`src/rtl/spi_slave_ram_gen.sv`:
```
// SPI slave with on-chip RAM, sampled on clk: frame = cmd bit, 2-bit opcode, DATA_WIDTH payload.
// Latency: opcode executes one cycle after the last payload bit; readout starts on the following edge.
// Backpressure: none; the master owns framing via SS_n. Optional macro SPI_ADDR_AUTOINC_EN.
module spi_slave_ram_gen #(
    parameter int DATA_WIDTH = 8,
    parameter int ADDR_WIDTH = 8
) (
    input  logic clk,
    input  logic rst,
    input  logic SS_n,
    input  logic MOSI,
    output logic MISO,
    output logic frame_err
);

    localparam int CNT_W = $clog2(DATA_WIDTH + 2);
    localparam int RX_W  = DATA_WIDTH + 2;

    typedef enum logic [2:0] {
        S_IDLE,
        S_CHK_CMD,
        S_SHIFT,
        S_EXEC,
        S_TX,
        S_DONE
    } state_t;

    state_t                  state_q, state_d;
    logic                    cmd_q, cmd_d;
    logic [RX_W-1:0]         rx_q, rx_d;
    logic [CNT_W-1:0]        cnt_q, cnt_d;
    logic [DATA_WIDTH-1:0]   tx_q, tx_d;
    logic [ADDR_WIDTH-1:0]   wr_addr_q, wr_addr_d;
    logic [ADDR_WIDTH-1:0]   rd_addr_q, rd_addr_d;
    logic                    err_q, err_d;

    logic [DATA_WIDTH-1:0]   mem [2**ADDR_WIDTH];
    logic                    mem_we;
    logic [ADDR_WIDTH-1:0]   ram_addr;
    logic [DATA_WIDTH-1:0]   mem_rdata;

    logic [1:0]              opcode;
    logic [DATA_WIDTH-1:0]   payload;
    logic                    exec_err;

    // The received frame is laid out opcode-then-payload once SHIFT completes.
    assign opcode   = rx_q[RX_W-1:DATA_WIDTH];
    assign payload  = rx_q[DATA_WIDTH-1:0];
    // A frame is malformed when the command bit disagrees with opcode[1].
    assign exec_err = (state_q == S_EXEC) && (opcode[1] != cmd_q);

    // Single RAM port: writes use wr_addr, everything else reads through rd_addr.
    assign ram_addr  = (opcode == 2'b01) ? wr_addr_q : rd_addr_q;
    assign mem_rdata = mem[ram_addr];

    // Abort pulses are registered; malformed-frame pulses are flagged during EXEC itself.
    assign frame_err = err_q | exec_err;
    assign MISO      = (state_q == S_TX) & tx_q[DATA_WIDTH-1];

    // Next-state and datapath decode for the frame FSM.
    always_comb begin
        state_d   = state_q;
        cmd_d     = cmd_q;
        rx_d      = rx_q;
        cnt_d     = cnt_q;
        tx_d      = tx_q;
        wr_addr_d = wr_addr_q;
        rd_addr_d = rd_addr_q;
        err_d     = 1'b0;
        mem_we    = 1'b0;
        case (state_q)
            S_IDLE: begin
                cnt_d = '0;
                if (!SS_n) state_d = S_CHK_CMD;
            end
            S_CHK_CMD: begin
                if (SS_n) begin
                    state_d = S_IDLE;
                    err_d   = 1'b1;
                end else begin
                    cmd_d   = MOSI;
                    cnt_d   = '0;
                    state_d = S_SHIFT;
                end
            end
            S_SHIFT: begin
                if (SS_n) begin
                    state_d = S_IDLE;
                    err_d   = 1'b1;
                end else begin
                    rx_d  = {rx_q[RX_W-2:0], MOSI};
                    cnt_d = cnt_q + CNT_W'(1);
                    if (cnt_q == CNT_W'(DATA_WIDTH + 1)) state_d = S_EXEC;
                end
            end
            S_EXEC: begin
                cnt_d = '0;
                if (!exec_err) begin
                    case (opcode)
                        2'b00: wr_addr_d = payload[ADDR_WIDTH-1:0];
                        2'b01: begin
                            mem_we = 1'b1;
`ifdef SPI_ADDR_AUTOINC_EN
                            wr_addr_d = wr_addr_q + ADDR_WIDTH'(1);
`endif
                        end
                        2'b10: rd_addr_d = payload[ADDR_WIDTH-1:0];
                        default: begin
                            tx_d = mem_rdata;
`ifdef SPI_ADDR_AUTOINC_EN
                            rd_addr_d = rd_addr_q + ADDR_WIDTH'(1);
`endif
                        end
                    endcase
                end
                // SS_n high here still lets the operation land, but skips readout.
                if (SS_n)                                  state_d = S_IDLE;
                else if (!exec_err && opcode == 2'b11)     state_d = S_TX;
                else                                       state_d = S_DONE;
            end
            S_TX: begin
                if (SS_n) begin
                    state_d = S_IDLE;
                    err_d   = 1'b1;
                end else begin
                    tx_d  = {tx_q[DATA_WIDTH-2:0], 1'b0};
                    cnt_d = cnt_q + CNT_W'(1);
                    if (cnt_q == CNT_W'(DATA_WIDTH - 1)) state_d = S_DONE;
                end
            end
            S_DONE: begin
                if (SS_n) state_d = S_IDLE;
            end
            default: state_d = S_IDLE;
        endcase
    end

    // Control and datapath registers; reset drops any in-flight frame silently.
    always_ff @(posedge clk or posedge rst) begin
        if (rst) begin
            state_q   <= S_IDLE;
            cmd_q     <= 1'b0;
            rx_q      <= '0;
            cnt_q     <= '0;
            tx_q      <= '0;
            wr_addr_q <= '0;
            rd_addr_q <= '0;
            err_q     <= 1'b0;
        end else begin
            state_q   <= state_d;
            cmd_q     <= cmd_d;
            rx_q      <= rx_d;
            cnt_q     <= cnt_d;
            tx_q      <= tx_d;
            wr_addr_q <= wr_addr_d;
            rd_addr_q <= rd_addr_d;
            err_q     <= err_d;
        end
    end

    // RAM array is intentionally not reset.
    always_ff @(posedge clk) begin
        if (mem_we) mem[ram_addr] <= payload;
    end

endmodule

```
`config.mk`:
```
export PLATFORM = sky130hd
export DESIGN_NAME = spi_slave_ram_gen
export DESIGN_NICKNAME = d
export VERILOG_FILES = /design/src/rtl/spi_slave_ram_gen.sv
export SDC_FILE = /design/constraint.sdc
export NUM_CORES = 2
export LEC_CHECK = 0
export ABC_AREA = 1
export CAP_MARGIN = 20
export CORE_UTILIZATION = 46
export CTS_CLUSTER_SIZE = 25
export DETAILED_ROUTE_END_ITERATION = 10
export PLACE_DENSITY = 0.58
export SYNTH_ARGS = -nofsm -noshare
export SYNTH_HDL_FRONTEND = slang
export SYNTH_SLANG_ARGS = --single-unit
```
`constraint.sdc`:
```
create_clock -name clk -period 5.4 [get_ports clk]
set_input_delay 0.81 -clock clk [delete_from_list [all_inputs] [get_ports clk]]
set_output_delay 0.81 -clock clk [all_outputs]
set_load 0.01 [all_outputs]
```
# After elaboration in Yosys (flattened, before gate mapping)
# Memory sizes are Yosys's and may differ from the RTL's.
# Index checks and enable logic that the tools add are counted.
dict set report op_classes {
  add_sub_neg 1
  multipliers 0
  div 0
  n_lt_le_gt_ge 0
  n_eq_ne 20
  shift 0
  n_mux 25
  n_bitwise 4
  reduce_logical 18
}
# cell n
set ops {}
lappend ops {{8-bit two-way mux} 4}
lappend ops {{3-bit two-way mux} 7}
lappend ops {{3-bit one-hot mux with 6 select lines} 1}
lappend ops {{8-bit one-hot mux with 2 select lines} 1}
lappend ops {{2-bit != test, second input constant} 7}
lappend ops {{4-bit one-hot mux with 3 select lines} 1}
lappend ops {{3-bit AND reduction} 3}
lappend ops {{1-bit two-way mux} 8}
lappend ops {{4-bit two-way mux} 2}
lappend ops {{4-bit AND reduction} 2}
lappend ops {{3-bit by 2-bit equality test with 1-bit output, second input constant} 2}
lappend ops {{3-bit equality test, second input constant} 2}
lappend ops {{3-bit OR reduction} 2}
lappend ops {{4-bit by 1-bit adder with 4-bit output, second input constant} 1}
lappend ops {{2-bit equality test, second input constant} 2}
lappend ops {{4-bit by 3-bit equality test with 1-bit output, second input constant} 1}
lappend ops {{4-bit equality test, second input constant} 1}
lappend ops {{2-bit AND reduction} 2}
lappend ops {{2-bit OR reduction} 2}
lappend ops {{3-bit by 1-bit equality test with 1-bit output, second input constant} 1}
lappend ops {{3-bit logical NOT} 1}
lappend ops {{3-bit by 2-bit != test with 1-bit output, second input constant} 1}
lappend ops {{3-bit != test, second input constant} 1}
lappend ops {{3-bit nonzero test} 1}
lappend ops {{10 further kinds} 12}
dict set report word_totals {
  register_bits 43
  latchBits 0
  ram_bits 2048
  romBits 0
  in_bits 4
  mem_count 1
}
# memory words word_bits rd rd_clocked_by_memory_dff write_ports line_no
set mem_list {}
lappend mem_list {mem 256 8 1 0 1 37} ;# logic [DATA_WIDTH-1:0] mem [2**ADDR_WIDTH];

# Logic depth before layout (Yosys ltp)
dict set report logic_depth {
  word_depth 7
  ltp_mapped 22
  mapped_depth_nobuf 20
}

# Least setup slack after synthesis
# No wires, ideal clock.
dict set report synth_path {
  path_type {reg-to-reg}
  startpoint {reg rx_q[0]}
  endpoint {mem mem[0][0], data pin}
  setup_time_ns 0.807
  t_arrival_ns 3.198
  required_time_ns 4.593
  path_slack_ns 1.396
  path_stages_with_launch 1
  synth_period_minus_slack_ns 4.004
  path_cell_list {dfrtp_1}
}
# item line_no
set synth_lines {}
lappend synth_lines {{from (decl)} 30} ;# logic [RX_W-1:0] rx_q, rx_d;
lappend synth_lines {{from (signal assigned)} 152} ;# rx_q <= rx_d;
lappend synth_lines {{to (decl)} 37}
# No word-level cell before the write port.

# Worst setup path after layout
dict set report layout_path {
  startpoint {reg rx_q[8]}
  endpoint {mem mem[191][3], enable pin}
}
dict set report layout_between {
  elab_chain_len 6
  word_cells_on_any_way 7
  classes_between {1 x eq/ne; 6 x mux}
}
# item line_no
set layout_lines {}
lappend layout_lines {{2-bit by 1-bit equality test with 1-bit output *} {53, 99}}
lappend layout_lines {{1-bit two-way mux} 99} ;# case (opcode)
lappend layout_lines {{1-bit two-way mux} 98} ;# if (!exec_err) begin
lappend layout_lines {{1-bit two-way mux} 71} ;# case (state_q)
lappend layout_lines {{1-bit two-way mux} 163} ;# if (mem_we) mem[ram_addr] <= payload;
lappend layout_lines {{1-bit two-way mux (implied by the code)} 163}
# Mark *: on every way between the ends. The rest lies on a longest branch, timed or not.

==> metrics.txt <==
min-delay worst type=input pin to asynchronous set/reset pin; Die ar.=188000 um^2; Async SR Flop Fraction=0.0206; DR pass1 iterations=5; #FFs+latches synth=2091; setup ws final=1.01 ns; setup slack, reg-to-reg=1.01 ns; vias in the first global route=55300; count of input and output buffers=5; initial antenna violation count=3; initial core utilization=0.463; leakage power=36.1 nW; H-tree depth=4; Remaining DRCs=0; RSZ-0062 raised after global routing=false; CTS sink count=2091; CP delay by family, top=simple AND/OR/NAND/NOR gates; slew margin rel.=0.232; io pins=6; antenna viol nets, final=0; most frequent cell after synthesis=nand2_1; CORE AREA=185000 um^2; Reg-to-Reg End=mem[191][3]$_DFFE_PP_; final-stage net count=7847; vias per cell=5.45; Die H=434 um; placed cell count=10100; Post-Synth Simple-Gate Area=0.229; Mapped Cells=7878; Yosys cell types=39; mux cell area share after synthesis=0.000131; total global routing overflow=0; Routed Wire Length=252000 um; endpoint type of the worst setup path=flip-flop; main combinational cell family by area after synthesis=simple AND/OR/NAND/NOR gates; TritonCTS Buffers=212; largest net degree at the start of global routing=168; Tot Pwr=56.6 mW; clk_skew=0.0245 ns; status=finished clean; crit path launch type=flip-flop; YS warnings=0; WL/cell=24.1 um; Max Clk Rate=228 MHz; Commonest cells post-synth=nand2_1 (3961), edfxtp_1 (2048), nor2_1 (712); PD cells=594 nW/um^2; clk slew on worst S/H paths=0.06 ns; Main synth FF type=edfxtp_1; post-layout util=0.515; Synth Area in Adders=0.000292; Post-CTS Setup Bufs=0; first-pass GRT wire length=370000 um; worst-path cell chain=nand2_8 -> nand2_2 -> nand2_8 -> nor2_2 -> inv_4 -> nor2_1 -> nand2_2 -> buf_4 -> nor2_1; Post-synth EDFFs=2048; Setup WS pre-CTS=1.13 ns; XOR/XNOR Fraction of Synth Area=0; CTS Buffer Depth=3; compound-cell area share of the yosys netlist=0.0163; Max stage delay cell, worst path=nor2_1; row count=158; Worst Path Arrival=4.85 ns; WS Path Type=flip-flop to flip-flop; Worst R2R Path Depth=9; Hold Vio Cnt, Final=0; top cells by area, synth=edfxtp_1 (72%), nand2_1 (17%), nor2_1 (3.1%); post-CTS sizing=0; Setup violations, final=0; min Tclk post-route=4.39 ns; max-slew violations=0; layout cells sized above 1=0.0659; worst path bufs/invs=2; Worst Tran Pin Value=1.15 ns; max-cap violations=0; Die X-Extent=434 um; hpwl dp=142000 um; Sum Neg Setup Slack=0 ns; Final Non-Filler Cells=10500; Yosys top cell by area=edfxtp_1; Clock Root Buffer=clkbuf_16; CTS Hold Bufs=0; Synthesized Nets=7884; CTS tree=built; Initial DRC Count=6321; Max stage delay on crit path=0.67 ns; GPL Wtd Cong=0.880; worst vdd ir=689 uV; Post-Syn Area=85800 um^2; Max FO, Critical Path=39; worst r2r src=rx_q[8]$_DFFE_PP0P_; sequential share of the synthesized area=0.729; Area growth syn-to-layout=11.1%; Final Cycle Share=0.813; Synth top area share=0.717; DR vias=57200; overall routing resource usage=0.268; CP Data Required Time=5.86 ns; Syn Area/Cell=10.9 um^2; clock latency on the worst-skew pair=0.86 ns
-- placed cells by master (no fill, tap or decap), types with 3 or more instances in the layout --
| cell | Yosys | routed |
|---|---|---|
| o21ai_2 | 8 | 6 |
| nor2_1 | 712 | 710 |
| buf_4 | 15 | 103 |
| inv_2 | 20 | 19 |
| nand3_1 | 310 | 310 |
| clkbuf_1 | 113 | 50 |
| o22ai_1 | 17 | 17 |
| nand2_1 | 3961 | 3943 |
| edfxtp_1 | 2048 | 2048 |
| a21oi_1 | 39 | 39 |
| clkinv_8 | 0 | 3 |
| clkdlybuf4s50_1 | 0 | 5 |
| dfrtp_4 | 0 | 8 |
| o21bai_1 | 4 | 4 |
| clkbuf_8 | 0 | 3 |
| o211ai_1 | 15 | 15 |
| clkbuf_16 | 0 | 216 |
| a22oi_1 | 10 | 10 |
| nand4_1 | 23 | 23 |
| or2_2 | 20 | 20 |
| inv_1 | 53 | 52 |
| inv_4 | 1 | 3 |
| nand2_2 | 2 | 16 |
| bufinv_16 | 0 | 12 |
| o21ai_1 | 97 | 97 |
| buf_12 | 0 | 36 |
| nor2_2 | 10 | 6 |
| nor3_1 | 4 | 4 |
| nor2_4 | 5 | 11 |
| nand2_4 | 1 | 4 |
| or2_1 | 3 | 3 |
| inv_6 | 0 | 5 |
| dfrtp_1 | 43 | 35 |
| clkinv_2 | 0 | 39 |
| o21ai_0 | 61 | 61 |
| clkinv_1 | 2 | 54 |
| clkinvlp_4 | 0 | 3 |
-- cells by family (layout without fill, tap and decap cells) --
group,count (synthesis),in the layout
and+or+nand+nor,5057,5057
DFF,2091,2091
buffers and inverters,474,610
AOI/OAI and AO/OA,253,253
adders and majority gates,2,2
muxes,1,1
other,0,2
-- through the flow --
step                cell area (um^2)  hold slack [ns]
floorplan                      85800            0.444
global placement               88600            0.460
detailed placement             88700            0.472
CTS                            95300            0.486
global route                   95300            0.274
finish                         95300            0.336
-- cell type report --
class,count,area [um^2]
inverter,76,293
multi-input combinational,5313,21200
tap,2480,3100
fill,16300,89900
sequential,2091,62600
clock buffer,269,5630
clock inverter,118,923
antenna,2,5.00
timing repair buffer,147,1610
-- sequential cells by signal, indices dropped and copies added (netlist names) --
signal and count:
cnt_q 4, rx_q 10, state_q 3, tx_q 8, rd_addr_q 8, err_q 1, cmd_q 1, wr_addr_q 8
mem 2048
-- report_power, final --
part           switching (mW)  internal (mW)  leakage (nW)  total [mW]
registers               0.692           20.4          19.0        21.1
logic                    16.6           4.86          13.8        21.4
clock network            6.22           7.91          3.22        14.1
total                    23.5           33.1          36.1        56.6
-- how the worst max path moves through the flow --
stage          slack (ns)  cells after the start           startpoint                     to
2_1_floorplan        1.40                      0  rx_q[0]$_DFFE_PP0P_    mem[0][0]$_DFFE_PP_
3_3_place_gp         1.12                      8  rx_q[8]$_DFFE_PP0P_  mem[187][1]$_DFFE_PP_
3_5_place_dp         1.13                      9  rx_q[8]$_DFFE_PP0P_   mem[61][6]$_DFFE_PP_
4_1_cts              1.12                      9  rx_q[8]$_DFFE_PP0P_   mem[61][5]$_DFFE_PP_
5_1_grt              0.83                      9  rx_q[8]$_DFFE_PP0P_  mem[113][6]$_DFFE_PP_
6_report             1.01                      9  rx_q[8]$_DFFE_PP0P_  mem[191][3]$_DFFE_PP_
-- layer usage --
layer	wire (um)	part of all wire	up-vias	track usage
met3	21600	0.086	382	0.0441
met5	0	0	-	0
li1	-	-	26100	-
met2	117000	0.47	2474	0.429
met1	105000	0.42	28200	0.374
met4	8070	0.032	0	0.0877
-- worst register-to-register path: cells and delay by family, from the launching register on --
kind	cells	cell delay (ns)
and+or+nand+nor	7	2.83
buffers and inverters	2	0.65
DFF	1	0.55
(Power assumes the default switching activity.)
